### src/rtl/ext_mem_loader.sv
// Boot loader: packs an MSB-first byte stream into words, writes the data image, then the
// instruction image, then enables the core. Define LOADER_CHECKSUM_EN to add a trailing checksum.
module ext_mem_loader #(
  parameter int unsigned IMEM_WORDS = 512,
  parameter int unsigned DMEM_WORDS = 1024
) (
  input  logic        clk_i,
  input  logic        arst_i,
  input  logic        start_i,
  input  logic        in_valid_i,
  input  logic [7:0]  in_data_i,
  output logic        in_ready_o,
  output logic [31:0] addr_ext_o,
  output logic [31:0] wdata_ext_o,
  output logic        wen_ext_o,
  output logic        ren_ext_o,
  output logic [31:0] addr_ext_2_o,
  output logic [31:0] wdata_ext_2_o,
  output logic        wen_ext_2_o,
  output logic        ren_ext_2_o,
  output logic        enable_o,
  output logic        busy_o,
  output logic        err_o
);

  localparam int unsigned MaxWords = (IMEM_WORDS > DMEM_WORDS) ? IMEM_WORDS : DMEM_WORDS;
  localparam int unsigned IdxW     = $clog2(MaxWords) + 1;
  localparam logic [IdxW-1:0] DLast = IdxW'(DMEM_WORDS - 1);
  localparam logic [IdxW-1:0] ILast = IdxW'(IMEM_WORDS - 1);

  typedef enum logic [2:0] {
    StIdle,
    StLoadD,
    StLoadI,
`ifdef LOADER_CHECKSUM_EN
    StCheck,
    StError,
`endif
    StRun
  } state_e;

  state_e          state_q;
  logic [1:0]      byte_cnt_q;
  logic [23:0]     shift_q;
  logic [IdxW-1:0] idx_q;
  logic [31:0]     addr_ext_q, wdata_ext_q, addr_ext_2_q, wdata_ext_2_q;
  logic            wen_ext_q, wen_ext_2_q, enable_q;
  logic            busy, accept, word_done;
  logic [31:0]     word_d, word_addr;
`ifdef LOADER_CHECKSUM_EN
  logic [31:0]     csum_q;
  logic            err_q;
`endif

  always_comb begin
    busy = (state_q == StLoadD) || (state_q == StLoadI);
`ifdef LOADER_CHECKSUM_EN
    busy = busy || (state_q == StCheck);
`endif
  end

  assign accept    = in_valid_i && busy;
  assign word_done = accept && (byte_cnt_q == 2'd3);
  assign word_d    = {shift_q, in_data_i};
  assign word_addr = 32'(idx_q) << 2;

  always_ff @(posedge clk_i or posedge arst_i) begin
    if (arst_i) begin
      state_q       <= StIdle;
      byte_cnt_q    <= 2'd0;
      shift_q       <= 24'd0;
      idx_q         <= '0;
      addr_ext_q    <= 32'd0;
      wdata_ext_q   <= 32'd0;
      wen_ext_q     <= 1'b0;
      addr_ext_2_q  <= 32'd0;
      wdata_ext_2_q <= 32'd0;
      wen_ext_2_q   <= 1'b0;
      enable_q      <= 1'b0;
`ifdef LOADER_CHECKSUM_EN
      csum_q        <= 32'd0;
      err_q         <= 1'b0;
`endif
    end else begin
      // Write strobes and their address/data are single-cycle; idle value is 0.
      wen_ext_q     <= 1'b0;
      addr_ext_q    <= 32'd0;
      wdata_ext_q   <= 32'd0;
      wen_ext_2_q   <= 1'b0;
      addr_ext_2_q  <= 32'd0;
      wdata_ext_2_q <= 32'd0;
      if (accept) begin
        byte_cnt_q <= byte_cnt_q + 2'd1;
        shift_q    <= {shift_q[15:0], in_data_i};
      end
      if (start_i && !busy) begin
        state_q    <= StLoadD;
        byte_cnt_q <= 2'd0;
        idx_q      <= '0;
        enable_q   <= 1'b0;
`ifdef LOADER_CHECKSUM_EN
        csum_q     <= 32'd0;
        err_q      <= 1'b0;
`endif
      end else begin
        unique case (state_q)
          StLoadD: begin
            if (word_done) begin
              wen_ext_2_q   <= 1'b1;
              addr_ext_2_q  <= word_addr;
              wdata_ext_2_q <= word_d;
`ifdef LOADER_CHECKSUM_EN
              csum_q        <= csum_q + word_d;
`endif
              if (idx_q == DLast) begin
                state_q <= StLoadI;
                idx_q   <= '0;
              end else begin
                idx_q <= idx_q + 1'b1;
              end
            end
          end
          StLoadI: begin
            if (word_done) begin
              wen_ext_q   <= 1'b1;
              addr_ext_q  <= word_addr;
              wdata_ext_q <= word_d;
`ifdef LOADER_CHECKSUM_EN
              csum_q      <= csum_q + word_d;
`endif
              if (idx_q == ILast) begin
`ifdef LOADER_CHECKSUM_EN
                state_q <= StCheck;
`else
                state_q <= StRun;
`endif
                idx_q   <= '0;
              end else begin
                idx_q <= idx_q + 1'b1;
              end
            end
          end
`ifdef LOADER_CHECKSUM_EN
          StCheck: begin
            if (word_done) begin
              if (word_d == csum_q) begin
                state_q <= StRun;
              end else begin
                state_q <= StError;
                err_q   <= 1'b1;
              end
            end
          end
`endif
          // Enable is raised one cycle after entering RUN.
          StRun:   enable_q <= 1'b1;
          default: ;
        endcase
      end
    end
  end

  assign in_ready_o    = busy;
  assign busy_o        = busy;
  assign addr_ext_o    = addr_ext_q;
  assign wdata_ext_o   = wdata_ext_q;
  assign wen_ext_o     = wen_ext_q;
  assign ren_ext_o     = 1'b0;
  assign addr_ext_2_o  = addr_ext_2_q;
  assign wdata_ext_2_o = wdata_ext_2_q;
  assign wen_ext_2_o   = wen_ext_2_q;
  assign ren_ext_2_o   = 1'b0;
  assign enable_o      = enable_q;
`ifdef LOADER_CHECKSUM_EN
  assign err_o         = err_q;
`else
  assign err_o         = 1'b0;
`endif

endmodule

### config.mk
export PLATFORM = sky130hd
export DESIGN_NAME = ext_mem_loader
export DESIGN_NICKNAME = d
export VERILOG_FILES = /design/src/rtl/ext_mem_loader.sv
export SDC_FILE = /design/constraint.sdc
export NUM_CORES = 1
export LEC_CHECK = 0
export CAP_MARGIN = 20
export CELL_PAD_IN_SITES_DETAIL_PLACEMENT = 1
export CELL_PAD_IN_SITES_GLOBAL_PLACEMENT = 1
export CORE_UTILIZATION = 37
export DETAILED_ROUTE_END_ITERATION = 8
export PLACE_DENSITY = 0.83
export SETUP_SLACK_MARGIN = 0.15
export SLEW_MARGIN = 20
export SYNTH_ARGS = -nofsm -noshare
export SYNTH_HDL_FRONTEND = slang
export SYNTH_SLANG_ARGS = --single-unit
### constraint.sdc
create_clock -name clk_i -period 4.4 [get_ports clk_i]
set_input_delay 0.66 -clock clk_i [delete_from_list [all_inputs] [get_ports clk_i]]
set_output_delay 0.66 -clock clk_i [all_outputs]
set_load 0.01 [all_outputs]
==> results.txt <==
Avg Cell Area, Syn: 11.6 um^2
Post-Syn Instances: 436
via count: 3349
Synth top area share: 0.631
Unique masters post-synth: 47
die width: 119 um
clock sink count: 128
async set-reset flop share out of synthesis: 1.00
Final Wtd Congestion: 0.812
final wirelength: 11.8 mm
CTS H-tree lvls: 4
Synth Area in Compound Gates: 0.0395
crit start category: flop
Remaining Overflow, GRT: 0
pin count of the biggest net entering global routing: 103
I/O pins: 148
post-synthesis sequential area ratio: 0.631
cell internal pwr: 2.29 mW
drt pass-1 iters: 4
Max Fanout on Critical Path: 9
CTS root buffer: clkbuf_16
DP HPWL: 7.89 mm
fin crit period: 2730 ps
Antenna Violating Nets Remaining: 0
ant diodes: 0
# rows: 42
post-CTS setup buffers: 0
largest area contributor in the netlist: dfrtp_1
Layout Skew: 4.16 ps
Switching Share: 0.250
Power Density: 457 nW/um^2
drt drc: 0
adder-cell share of the synthesized area: 0.0123
family with the most delay on the worst path: buffers and inverters
critical path capture point type: output pin
Post-Synth XOR/XNOR Area: 0.00518
Reg2Reg Setup Slack: 2130 ps
combinational share of power: 0.095
Hold Crit Class: flop to flop
Psw: 0.766 mW
Maximum Capacitance Violations: 0
status: finished clean
Die Height: 119 um
Hold Violations, Final: 0
Clk Latency, worst-skew pair: 410 ps
Final period util: 0.620
mux cell area share after synthesis: 0.0116
Setup Crit Path Kind: flop to output pin
RSZ-0062 raised after global routing: false
Via density: 4.59
ys flop type: dfrtp_1
Synth Warn #: 0
CP max-delay cell: clkdlybuf4s50_1
nets: 557
Worst-Margin Slew: 913 ps
DR iter-0 viols: 183
VDD IR max: 0.264 mV
Global Route Usage Sum: 0.182
clock-pin slew on the worst setup and hold paths: 50 ps
Yosys reg bits: 128
placeable core area: 13300 um^2
crit path DAT: 2070 ps
Max Slew Vio Count: 0
share of post-route cells with drive strength above 1: 0.0976
crit-path max cell delay: 580 ps
CP bufs+invs: 3
cells along the critical path: inv_1 > ha_1 > inv_2 > clkdlybuf4s50_1
Leak: 3.26 nW
Max Clk Rate: 366 MHz
Max-slew headroom: 0.390
synth top area cells: dfrtp_1, and2_1, buf_4
routed length per placed instance: 16.2 um
Initial Utilization: 0.382
vias in the first global route: 3698
Clk pwr share: 0.466
largest family of logic cells by synthesized area: simple AND/OR/NAND/NOR gates
Synth Area in Simple Gates: 0.208
area grow syn2layout: 31.9%
Final TNS setup: 0 ps
CTS Hold Bufs: 0
Setup Viol. Count Final: 0
Min Hold Slack: 490 ps
Post-Syn Area: 5070 um^2
Die Area: 14200 um^2
CTS tree: done
worst path required time: 3740 ps
Num CTS Buffers: 17
Post-synth EDFFs: 0
CTS Buffer Depth: 2
first-pass GRT wire length: 19.5 mm
initial antenna violation count: 0
IO Port Bufs: 102
register share of total power: 0.439
CTS resizes: 0
[through the flow]
step	cells	setup slack, ps	area, um^2	total power [mW]	utilization
floorplan	480	327	5240	1.54	-
global placement	697	1870	6080	1.62	0.457
detailed placement	697	1760	6080	1.65	0.457
CTS	729	1640	6690	3.09	0.503
global route	729	1550	6690	3.19	0.503
finish	729	1670	6690	3.06	0.503
[layout make-up]
cell class	instances	area [um^2]
multi-input combinational	280	1570
clock buffer	19	453
timing repair buffer	106	1050
sequential	128	3200
fill	1395	6600
tap	176	220
clock inverter	13	161
inverter	7	31.3
[synth_stat cells, types with 2 or more instances]
cell type and number:
and3_1 3, xnor2_1 2, and2_1 86, nand4_1 2, buf_2 6, clkbuf_1 8
ha_1 5, nand2_1 80, dfrtp_1 128, inv_1 6, a21oi_1 5, nor3_1 5
buf_4 48, a31oi_1 6, nand3b_1 2, nor4_1 3, buf_1 2, nand3_2 2
o21ai_0 4, nand3_1 6
[worst register-to-register path, delay by kind of cell (launching register included)]
family        cells  cell delay, ps
simple gates      3             700
fa+ha+maj         1             430
buf+inv           3             710
flops             1             370
[cell usage in the layout (no fill, tap or decap), types with 5 or more instances in the layout]
| cell type | count |
|---|---|
| ha_1 | 5 |
| dfrtp_1 | 128 |
| and2_1 | 86 |
| inv_1 | 5 |
| clkdlybuf4s50_1 | 102 |
| nand2_1 | 80 |
| a31oi_1 | 6 |
| a21oi_1 | 5 |
| clkbuf_16 | 17 |
| conb_1 | 45 |
| nor3_1 | 5 |
| nand3_1 | 6 |
[power groups by stage]
stage | Clock (mW) | Combinational (mW) | Sequential, mW
final | 1.43 | 0.292 | 1.34
after global routing | 1.50 | 0.327 | 1.36
after CTS | 1.46 | 0.297 | 1.34
after detailed placement | 0 | 0.293 | 1.36
after global placement | 0 | 0.272 | 1.35
after floorplan | 0 | 0.205 | 1.34
[flip-flops by register name, indices dropped and copies added (netlist names), 2 cells and up]
| name | count |
|---|---|
| wdata_ext_2_o | 32 |
| byte_cnt_q | 2 |
| state_q | 2 |
| shift_q | 24 |
| wdata_ext_o | 32 |
| addr_ext_2_o | 11 |
| addr_ext_o | 11 |
| idx_q | 11 |
[routing by layer]
layer / wire, um / vias to the layer above / GRT usage
met5: 0 / - / 0
met4: 296 / 0 / 0.0949
met3: 586 / 24 / 0.0493
met2: 6090 / 133 / 0.304
met1: 4810 / 1682 / 0.213
li1: - / 1510 / -
[kinds of logic (layout without fill, tap and decap cells)]
logic type	count (synthesis)	count (layout)
buf+inv	72	145
mux	4	4
simple gates	198	198
flops	128	128
fa+ha+maj	5	5
compound gates	25	25
other cells	1	45
xor+xnor	3	3
[path summary, 6_finish.rpt]
kind / startpoint / endpoint / cells after the start
max reg2reg: state_q[0]$_DFFE_PP0P_ / addr_ext_2_o[9]$_DFF_PP0_ / 7
max in group asynchronous: arst_i / wdata_ext_2_o[29]$_DFF_PP0_ / 3
min reg2reg: enable_o$_DFFE_PP0P_ / enable_o$_DFFE_PP0P_ / 1
min: enable_o$_DFFE_PP0P_ / enable_o$_DFFE_PP0P_ / 1
max: state_q[0]$_DFFE_PP0P_ / busy_o / 4
min in group asynchronous: arst_i / addr_ext_o[6]$_DFF_PP0_ / 2
(Power assumes the default switching activity.)
